$ cat src/rtl/alu_operand_issue_if.sv
// Issue-stage bus bundle.
//   Fetch side    : in_ir, in_valid, in_ready, flush
//   Writeback side: wb_en, wb_addr, wb_data
//   ALU side      : reg_A, reg_B, ex_ir, ex_valid, cf_in, cf_out
// master = environment (fetch/writeback/ALU), slave = alu_operand_issue.
interface alu_operand_issue_if #(
  parameter int DW = 16
);
  logic [DW-1:0] in_ir;
  logic          in_valid;
  logic          in_ready;
  logic          flush;
  logic          wb_en;
  logic [2:0]    wb_addr;
  logic [DW-1:0] wb_data;
  logic          cf_out;
  logic [DW-1:0] reg_A;
  logic [DW-1:0] reg_B;
  logic [DW-1:0] ex_ir;
  logic          ex_valid;
  logic          cf_in;

  modport master (
    output in_ir, in_valid, flush, wb_en, wb_addr, wb_data, cf_out,
    input  in_ready, reg_A, reg_B, ex_ir, ex_valid, cf_in
  );

  modport slave (
    input  in_ir, in_valid, flush, wb_en, wb_addr, wb_data, cf_out,
    output in_ready, reg_A, reg_B, ex_ir, ex_valid, cf_in
  );
endinterface

$ cat src/rtl/alu_operand_issue.sv
// Issue/operand stage feeding the ALU.
// Accepts decoded instructions from fetch (valid/ready), reads an 8x16
// register file with write-through bypass, stalls on read-after-write
// hazards via a pending-write scoreboard, registers operands and EX
// instruction, and holds the carry flag returned by the ALU.
// Ports:
//   clock : rising-edge clock
//   reset : asynchronous active-low reset
//   bus   : alu_operand_issue_if.slave (fetch, writeback and ALU signals)
module alu_operand_issue #(
  parameter int NREG = 8,
  parameter int DW   = 16
) (
  input logic                clock,
  input logic                reset,
  alu_operand_issue_if.slave bus
);

  localparam int AW = 3;

  logic [DW-1:0]   rf [NREG];
  logic [NREG-1:0] busy;
  logic [NREG-1:0] busy_nxt;

  logic [4:0]      op;
  logic [AW-1:0]   r1;
  logic [AW-1:0]   r2;
  logic [AW-1:0]   r3;
  logic [AW-1:0]   addr_a;
  logic [DW-1:0]   rd_a;
  logic [DW-1:0]   rd_b;
  logic [DW-1:0]   sel_a;
  logic [DW-1:0]   sel_b;
  logic            writes_dest;
  logic            use_a;
  logic            use_b;
  logic            stall_a;
  logic            stall_b;
  logic            hazard;
  logic            issue;

  logic [DW-1:0]   reg_a_q;
  logic [DW-1:0]   reg_b_q;
  logic [DW-1:0]   ex_ir_q;
  logic            ex_valid_q;
  logic            cf_q;

  always_comb begin
    op     = bus.in_ir[15:11];
    r1     = bus.in_ir[10:8];
    r2     = bus.in_ir[6:4];
    r3     = bus.in_ir[2:0];

    // Reg-imm ALU ops read their destination; everything else reads r2.
    addr_a = (op[4:3] == 2'b11) ? r1 : r2;

    rd_a   = (bus.wb_en && bus.wb_addr == addr_a) ? bus.wb_data : rf[addr_a];
    rd_b   = (bus.wb_en && bus.wb_addr == r3)     ? bus.wb_data : rf[r3];

    sel_a  = rd_a;
    sel_b  = {12'h000, bus.in_ir[3:0]};
    if (op[4:3] == 2'b10)      sel_b = rd_b;
    else if (op[4:3] == 2'b11) sel_b = {8'h00, bus.in_ir[7:0]};

    writes_dest = op[4] || (op == 5'b00010);
    use_a       = (bus.in_ir != '0);
    use_b       = use_a && (op[4:3] == 2'b10);

    // A result arriving on writeback this cycle satisfies the read.
    stall_a = busy[addr_a] && !(bus.wb_en && bus.wb_addr == addr_a);
    stall_b = busy[r3]     && !(bus.wb_en && bus.wb_addr == r3);
    hazard  = (use_a && stall_a) || (use_b && stall_b);

    bus.in_ready = !hazard && !bus.flush;
    issue        = bus.in_valid && bus.in_ready;

    // Clear first so a same-cycle set on the same bit takes priority.
    busy_nxt = busy;
    if (bus.wb_en)            busy_nxt[bus.wb_addr] = 1'b0;
    if (issue && writes_dest) busy_nxt[r1]          = 1'b1;
  end

  always_ff @(posedge clock or negedge reset) begin
    if (!reset) begin
      for (int unsigned i = 0; i < NREG; i++) rf[i] <= '0;
      busy       <= '0;
      reg_a_q    <= '0;
      reg_b_q    <= '0;
      ex_ir_q    <= '0;
      ex_valid_q <= 1'b0;
      cf_q       <= 1'b0;
    end else begin
      if (bus.wb_en) rf[bus.wb_addr] <= bus.wb_data;
      busy <= busy_nxt;
      if (issue) begin
        reg_a_q    <= sel_a;
        reg_b_q    <= sel_b;
        ex_ir_q    <= bus.in_ir;
        ex_valid_q <= 1'b1;
      end else begin
        reg_a_q    <= '0;
        reg_b_q    <= '0;
        ex_ir_q    <= '0;
        ex_valid_q <= 1'b0;
      end
      if (ex_valid_q && ex_ir_q[15]) cf_q <= bus.cf_out;
    end
  end

  always_comb begin
    bus.reg_A    = reg_a_q;
    bus.reg_B    = reg_b_q;
    bus.ex_ir    = ex_ir_q;
    bus.ex_valid = ex_valid_q;
    bus.cf_in    = cf_q;
  end

endmodule

$ cat src/flat_wrapper.sv
// flat-port wrapper written by rule: the top's interface ports become plain ports
module alu_operand_issue_flat 
#(
  parameter int NREG = 8,
  parameter int DW   = 16
)
  (clock, reset, bus_in_ir, bus_in_valid, bus_flush, bus_wb_en, bus_wb_addr, bus_wb_data, bus_cf_out, bus_in_ready, bus_reg_A, bus_reg_B, bus_ex_ir, bus_ex_valid, bus_cf_in);
  alu_operand_issue_if #(.DW(DW)) bus_i ();
  input logic clock;
  input logic reset;
  input wire logic [$bits(bus_i.in_ir)-1:0] bus_in_ir;
  input wire logic [$bits(bus_i.in_valid)-1:0] bus_in_valid;
  input wire logic [$bits(bus_i.flush)-1:0] bus_flush;
  input wire logic [$bits(bus_i.wb_en)-1:0] bus_wb_en;
  input wire logic [$bits(bus_i.wb_addr)-1:0] bus_wb_addr;
  input wire logic [$bits(bus_i.wb_data)-1:0] bus_wb_data;
  input wire logic [$bits(bus_i.cf_out)-1:0] bus_cf_out;
  output wire logic [$bits(bus_i.in_ready)-1:0] bus_in_ready;
  output wire logic [$bits(bus_i.reg_A)-1:0] bus_reg_A;
  output wire logic [$bits(bus_i.reg_B)-1:0] bus_reg_B;
  output wire logic [$bits(bus_i.ex_ir)-1:0] bus_ex_ir;
  output wire logic [$bits(bus_i.ex_valid)-1:0] bus_ex_valid;
  output wire logic [$bits(bus_i.cf_in)-1:0] bus_cf_in;
  assign bus_i.in_ir = bus_in_ir;
  assign bus_i.in_valid = bus_in_valid;
  assign bus_i.flush = bus_flush;
  assign bus_i.wb_en = bus_wb_en;
  assign bus_i.wb_addr = bus_wb_addr;
  assign bus_i.wb_data = bus_wb_data;
  assign bus_i.cf_out = bus_cf_out;
  assign bus_in_ready = bus_i.in_ready;
  assign bus_reg_A = bus_i.reg_A;
  assign bus_reg_B = bus_i.reg_B;
  assign bus_ex_ir = bus_i.ex_ir;
  assign bus_ex_valid = bus_i.ex_valid;
  assign bus_cf_in = bus_i.cf_in;
  alu_operand_issue #(.NREG(NREG), .DW(DW)) u_core (.clock(clock), .reset(reset), .bus(bus_i));
endmodule
$ cat config.mk
export PLATFORM = sky130hd
export DESIGN_NAME = alu_operand_issue_flat
export DESIGN_NICKNAME = d
export VERILOG_FILES = /design/src/rtl/alu_operand_issue_if.sv /design/src/rtl/alu_operand_issue.sv /design/src/flat_wrapper.sv
export SDC_FILE = /design/constraint.sdc
export NUM_CORES = 1
export LEC_CHECK = 0
export CAP_MARGIN = 10
export CORE_MARGIN = 2
export CORE_UTILIZATION = 37
export DETAILED_ROUTE_END_ITERATION = 8
export DONT_BUFFER_PORTS = 1
export HOLD_SLACK_MARGIN = 0.1
export PLACE_DENSITY = 0.47
export SLEW_MARGIN = 20
export SYNTH_ARGS = -nofsm -noshare
export SYNTH_HDL_FRONTEND = slang
export SYNTH_SLANG_ARGS = --single-unit
$ cat constraint.sdc
create_clock -name clock -period 2.7 [get_ports clock]
set_input_delay 0.135 -clock clock [delete_from_list [all_inputs] [get_ports clock]]
set_output_delay 0.135 -clock clock [all_outputs]
set_load 0.02 [all_outputs]
==> metrics.md, run 1 <==
| Metric | Value |
|---|---|
| Top-count cell post-synth | dfrtp_1 |
| Xor/xnor share of the synthesized area | 0.274% |
| Vias in the first global route | 7026 |
| RSZ-0062 raised after global routing | no |
| Clock Path Buffers | 2 |
| Simple-gate share of the synthesized area | 11.3% |
| Register area | 4650 µm² |
| Post-Syn Instances | 788 |
| Delay-heaviest family, CP | buffers and inverters |
| Share of layout cells above drive strength 1 | 29.4% |
| Crit path cell chain | dlygate4sd3_1 > nand2_1 > mux2_4 > a211oi_1 > a211o_1 > o311ai_4 > inv_2 > dlygate4sd3_1 |
| Worst setup path class | in -> reg |
| Final instance area | 10900 µm² |
| Initial antenna violation count | 0 |
| Global-route wire length before repair | 45.1 mm |
| Fin crit share | 99.5% |
| H-tree levels | 4 |
| PwrDens | 701 nW/µm² |
| Post-Syn Area per Cell | 12.2 µm² |
| Top-area cell type share of the netlist area | 48.5% |
| # Max-Cap Violations | 0 |
| Synth warn | 0 |
| Complex-gate fraction of the synthesized area | 10.2% |
| Crit path top cell by count | dlygate4sd3_1 |
| DRC viols | 0 |
| Mapped Area | 9600 µm² |
| Mux share of post-synthesis cell area | 26.0% |
| Fin nets | 842 |
| Hold_buf cts | 41 |
| Buf/Inv on CP | 3 |
| GRT overflow | 0 |
| Netlist cell types | 51 |
| WL/cell | 26.0 µm |
| Max FO, Critical Path | 17 |
| Normalized max-slew margin | 54.5% |
| Synth Net Count | 829 |
| Cell taking the most area after synthesis | dfrtp_1 |
| Main combinational cell family by area after synthesis | multiplexers |
| Worst slew pin tran | 0.681 ns |
| Drt pass-1 iters | 5 |
| Most instantiated cells after synthesis | dfrtp_1 (186), mux2_2 (126), and3_1 (68) |
| Synth top area cells | dfrtp_1 (49%), mux2_2 (15%), mux4_2 (7.7%), a211oi_1 (4.9%), and3_1 (4.4%) |
| CP endpoint kind | register |
| Fillers | 2394 |
| Arrival time worst endpoint | 2.99 ns |
| Adder-Cell Fraction of Synth Area | 0% |
| Final setup violation count | 0 |
| Wl on met1 | 14.0 mm |
| Root Buffer | clkbuf_16 |
| Synthesized flop and latch total | 186 |
| Crit path time final | 2.69 ns |
| Startpoint type of the worst setup path | input pin |
| RePlAce Congestion | 0.817 |
| Clk_lat worst skew | 0.43 ns |
| Post-layout util | 43.2% |
| Antenna diodes | 0 |
| Worst Path Required | 3.00 ns |
| Core box area | 25300 µm² |
| Violated checks | hold timing |
| # clock sinks | 186 |
| HP Class | in -> async |
| Vias | 6867 |
| Hold slack | -0.605 ns |
| Max VDD drop | 0.346 mV |
| Setup TNS | 0 ns |
| Status | finished with violations |
| Die Area | 27200 µm² |
| Met2 Routed Length | 13.6 mm |
| Num CTS Buffers | 17 |
| Final Max Slew Viols | 0 |
| CTS tree | built |
| Initial detailed-routing violation count | 571 |
| Fin. Hold Viols | 186 |
| WL final | 29.8 mm |
| Rows | 58 |
| Vias per cell | 6.00 |
| Critical path's slowest cell | dlygate4sd3_1 |
| Clock-pin transition on the worst setup and hold timing paths | 0.07 ns |
| Area taken by multi-input logic gates | 4610 µm² |
| Post-synth EDFFs | 0 |
| Sequential fraction of the synthesis area | 48.5% |
| Slowest stage delay, CP | 0.65 ns |
| Area grow syn2layout | 14.0% |
| Die width | 165 µm |
| Starting Density | 37.9% |
| # Post-CTS Setup Buffers | 0 |
| Met3 WL | 1.68 mm |
| Highest metal used | met4 |
| Largest net degree at the start of global routing | 187 |
| Detailed Place HPWL | 17.4 mm |
| # IOs | 92 |
| Die Y | 165 µm |
| GRT Util Overall | 22.5% |
| Dpl cell area | 9940 µm² |
| Port Buffers | 0 |
| Ys flop type | dfrtp_1 |
| Final Skew | 0.0121 ns |
| Fmax | 0.372 GHz |
| Ys async rst share | 100% |
| Leakage | 4.73 nW |
| ANT nets after route | 0 |
-- worst paths after layout --
kind	startpoint	to	slack (ns)	depth (start not counted)
setup / recovery	bus_in_ir[10]	u_core.bus.ex_valid$_DFF_PN0_	0.01	8
hold / removal	reset	u_core.bus.reg_B[6]$_DFF_PN0_	-0.61	0
setup reg to reg	u_core.busy[5]$_DFF_PN0_	u_core.bus.ex_valid$_DFF_PN0_	0.23	7
hold reg to reg	u_core.busy[5]$_DFF_PN0_	u_core.busy[5]$_DFF_PN0_	0.51	2
max in group asynchronous	reset	u_core.rf[111]$_DFFE_PN0P_	2.96	0
min in group clock	bus_wb_data[3]	u_core.bus.reg_B[3]$_DFF_PN0_	0.12	4
-- state kept, by name, indices dropped and copies added (netlist names) --
signal               count
u_core.bus.ex_ir        16
u_core.bus.cf_in         1
u_core.bus.reg_B        16
u_core.busy              8
u_core.bus.ex_valid      1
u_core.rf              128
u_core.bus.reg_A        16
-- per-stage QoR --
stage	total power [mW]	worst slack, ns	std cells
floorplan	4.74	0.640	788
global placement	5.01	0.475	1071
detailed placement	5.07	0.411	1071
CTS	7.71	0.109	1144
global route	8.02	0.00992	1144
finish	7.67	0.0136	1144
-- where the power goes --
group | internal [mW] | switching [mW] | total [mW]
clock | 1.40 | 1.14 | 2.55
combinational | 0.839 | 0.627 | 1.47
sequential | 3.27 | 0.393 | 3.66
-- layout by cell type (no fill, tap or decap), types with 3 or more instances in the layout --
cell type and instances:
dfrtp_1 186, mux2_2 126, and3_1 68, a211oi_1 62
dlygate4sd3_1 41, mux4_2 33, mux2i_1 32, nor2_1 32
buf_4 29, nand2_1 28, clkbuf_16 17, nor4_1 16
o21ai_0 15, a21oi_1 12, and2_1 12, nand2b_1 10
o41ai_1 8, a2111oi_0 7, nand3_1 6, inv_1 5
nor2b_1 4, inv_6 4, inv_2 3, nor3_1 3
a211o_1 3, xnor2_1 3, nand4_1 3, nor3_2 3
-- metal layers --
metal  global-route usage (%)  vias up
met3                     4.65       41
met1                     32.2     3590
met4                     6.52        0
met2                     34.5      245
met5                        0        -
li1                         -     2991
-- cell type report --
type                       count  share of cell area [%]
clock buffer                  20                    4.08
clock inverter                12                    1.26
inverter                       8                   0.274
multi-input combinational    517                    42.2
sequential                   186                    42.5
tap                          330                    3.77
timing repair buffer          71                    5.92
-- cell families (layout without fill, tap and decap cells) --
family | Yosys count | count (layout)
AOI/OAI and AO/OA | 126 | 126
muxes | 192 | 192
buffers and inverters | 85 | 111
DFF | 186 | 186
and+or+nand+nor | 196 | 196
xor gates and xnor gates | 3 | 3
-- what timing repair did --
action,4_1_cts,5_1_grt
resized for setup,0,1
endpoints found under the setup margin,0,2
hold endpoints to repair,372,186
-- worst register-to-register path: stages (launching register included) --
cell	delay [ns]
dfrtp_1	0.39
mux4_2	0.47
nor2_1	0.10
a31oi_1	0.06
a31oi_2	0.29
o311ai_4	0.20
inv_2	0.24
dlygate4sd3_1	0.64
No activity file was read; power rests on OpenSTA's default activity.
==> run 2: changes to the inputs <==
CORE_UTILIZATION = 60   (was 37)
PLACE_DENSITY = 0.72   (was 0.47)
==> run 2 against run 1 <==
Net effect: the flow still finishes with violations (hold timing); combinational power barely moved; sequential power barely moved; design area fell by 0.15%; clock skew fell by 0.0030 ns; largest cell class unchanged.
==> metrics.md, run 2 (same netlist as run 1, synthesis figures left out) <==
| Metric | Value |
|---|---|
| Status | finished with violations (unchanged) |
| Violated checks | hold timing (unchanged) |
| # clock sinks | 186 (unchanged) |
| Share of layout cells above drive strength 1 | 29.2% (was 29.4%) |
| GRT Util Overall | 32.6% (was 22.5%) |
| Max FO, Critical Path | 7 (was 17) |
| Register name with the most flops | u_core.rf (unchanged) |
| Commonest cells after routing, fill and taps aside | dfrtp_1 (186), mux2_2 (126), and3_1 (68) (unchanged) |
| ANT nets after route | 0 (unchanged) |
| Initial detailed-routing violation count | 852 (was 571) |
| Clk_lat worst skew | 0.44 ns (was 0.43 ns) |
| Startpoint type of the worst setup path | input pin (unchanged) |
| Largest net degree at the start of global routing | 187 (unchanged) |
| Core box area | 15800 µm² (was 25300 µm²) |
| Rows | 46 (was 58) |
| Non-Filler Instances | 1042 (was 1144) |
| Slowest stage delay, CP | 0.70 ns (was 0.65 ns) |
| WL final | 26.8 mm (was 29.8 mm) |
| Max reg flops | 128 (unchanged) |
| Final instance area | 10900 µm² (about the same) |
| CP endpoint kind | primary output (was register) |
| Crit path cell chain | dlygate4sd3_1 > or2_2 > o21a_1 > a21oi_1 > a211o_1 > o31ai_4 > buf_4 > inv_1 > buf_4 (was dlygate4sd3_1 > nand2_1 > mux2_4 > a211oi_1 > a211o_1 > o311ai_4 > inv_2 > dlygate4sd3_1) |
| Drt pass-1 iters | 6 (was 5) |
| Fin. Hold Viols | 186 (unchanged) |
| DRC viols | 0 (unchanged) |
| Worst slew pin tran | 0.740 ns (was 0.681 ns) |
| Worst setup path class | in -> out (was in -> reg) |
| Global-route wire length before repair | 41.4 mm (was 45.1 mm) |
| Fin crit share | 95.2% (was 99.5%) |
| Overall power | 7.59 mW (was 7.67 mW) |
| Fmax | 0.389 GHz (was 0.372 GHz) |
| WL/cell | 25.7 µm (was 26.0 µm) |
| # IOs | 92 (unchanged) |
| Clock Path Buffers | 2 (unchanged) |
| Port Buffers | 0 (unchanged) |
| Max VDD drop | 0.468 mV (was 0.346 mV) |
| Vias | 7234 (was 6867) |
| Placed cell count | 955 (was 1071) |
| Arrival time worst endpoint | 2.44 ns (was 2.99 ns) |
| Commonest non-fill, non-tap cell in the layout | dfrtp_1 (unchanged) |
| Area grow syn2layout | 13.9% (was 14.0%) |
| Normalized max-slew margin | 50.7% (was 54.5%) |
| RSZ-0062 raised after global routing | no (unchanged) |
| Hold slack | -0.606 ns (was -0.605 ns) |
| HP Class | in -> async (unchanged) |
| Starting Density | 60.9% (was 37.9%) |
| Vias per cell | 6.94 (was 6.00) |
| GRT overflow | 0 (unchanged) |
| Dpl cell area | 9790 µm² (was 9940 µm²) |
| Hold_buf cts | 53 (was 41) |
| CTS tree | built (unchanged) |
| PwrDens | 695 nW/µm² (was 701 nW/µm²) |
| Worst Path Required | 2.57 ns (was 3.00 ns) |
| Detailed Place HPWL | 15.3 mm (was 17.4 mm) |
| Clock-pin transition on the worst setup and hold timing paths | 0.06 ns (was 0.07 ns) |
| Critical path's slowest cell | dlygate4sd3_1 (unchanged) |
| Die width | 130 µm (was 165 µm) |
| # Max-Cap Violations | 0 (unchanged) |
| Crit path top cell by count | buf_4 (was dlygate4sd3_1) |
| CP startpoint | bus_in_ir[10] (unchanged) |
| Initial antenna violation count | 0 (unchanged) |
| Antenna diodes | 0 (unchanged) |
| Reg2reg start | u_core.busy[5]$_DFF_PN0_ (unchanged) |
| Die Area | 17000 µm² (was 27200 µm²) |
| Num CTS Buffers | 17 (unchanged) |
| Die Y | 130 µm (was 165 µm) |
| Setup TNS | 0 ns (unchanged) |
| Fin nets | 855 (was 842) |
| Final Max Slew Viols | 0 (unchanged) |
| R2R cell count | 8 (was 7) |
| Leakage | 4.81 nW (was 4.73 nW) |
| Crit path time final | 2.57 ns (was 2.69 ns) |
| RePlAce Congestion | 0.926 (was 0.817) |
| Root Buffer | clkbuf_16 (unchanged) |
| Final Skew | 0.00912 ns (was 0.0121 ns) |
| H-tree levels | 4 (unchanged) |
| Final setup violation count | 0 (unchanged) |
| Vias in the first global route | 7258 (was 7026) |
-- run 2: changes by cell type in the layout (fill, tap and decap cells not counted), moves of 2 or more --
cell / change
clkbuf_1: -2
clkbuf_8: +3
dlygate4sd3_1: +12
inv_6: -4
-- run 2: power breakdown --
group          switching (mW)  internal [mW]
registers               0.405           3.27
clock network            1.06           1.36
logic                   0.641          0.855
-- run 2: through the flow --
step | utilization, % | setup slack, ns
2_1_floorplan | - | 0.640
5_1_grt | 69.3 | 0.0598
3_3_place_gp | 62.1 | 0.465
6_report | 69.3 | 0.129
4_1_cts | 69.1 | 0.0467
3_5_place_dp | 62.1 | 0.370
-- run 2: worst paths after layout --
check	to	slack, ns
min in group clock	u_core.rf[62]$_DFFE_PN0P_	0.13
worst max register to register	u_core.bus.ex_ir[11]$_DFF_PN0_	0.19
worst max-delay path	bus_in_ready	0.13
max in group asynchronous	u_core.rf[83]$_DFFE_PN0P_	2.87
worst min register to register	u_core.rf[34]$_DFFE_PN0P_	0.52
worst min-delay path	u_core.bus.cf_in$_DFFE_PN0P_	-0.61
-- run 2: repair_timing --
item	in CTS	in global routing
buffers inserted	0	3
endpoints found under the setup margin	0	13
gates resized for setup	0	1
endpoints found under the hold margin	372	186
-- run 2: area by class of cell --
class / instances / area [µm²]
Clock buffer: 21 / 480
Clock inverter: 10 / 93.8
Fill cell: 1132 / 4840
Inverter: 8 / 30.0
Multi-Input combinational cell: 517 / 4610
Sequential cell: 186 / 4650
Tap cell: 216 / 270
Timing Repair Buffer: 84 / 788
-- run 2: worst max-delay path: cells and delay by family --
kind            cells  cell delay [ns]
simple gates        1             0.23
buf+inv             4             1.11
compound gates      4             0.97
-- run 2: routing by layer --
| metal | up-vias | routed length [µm] | global-route usage, % |
|---|---|---|---|
| li1 | 3029 | - | - |
| met1 | 3686 | 11100 | 44.8 |
| met4 | 0 | 814 | 12.6 |
| met3 | 80 | 2420 | 7.90 |
| met2 | 439 | 12500 | 50.7 |
| met5 | - | 0 | 0 |
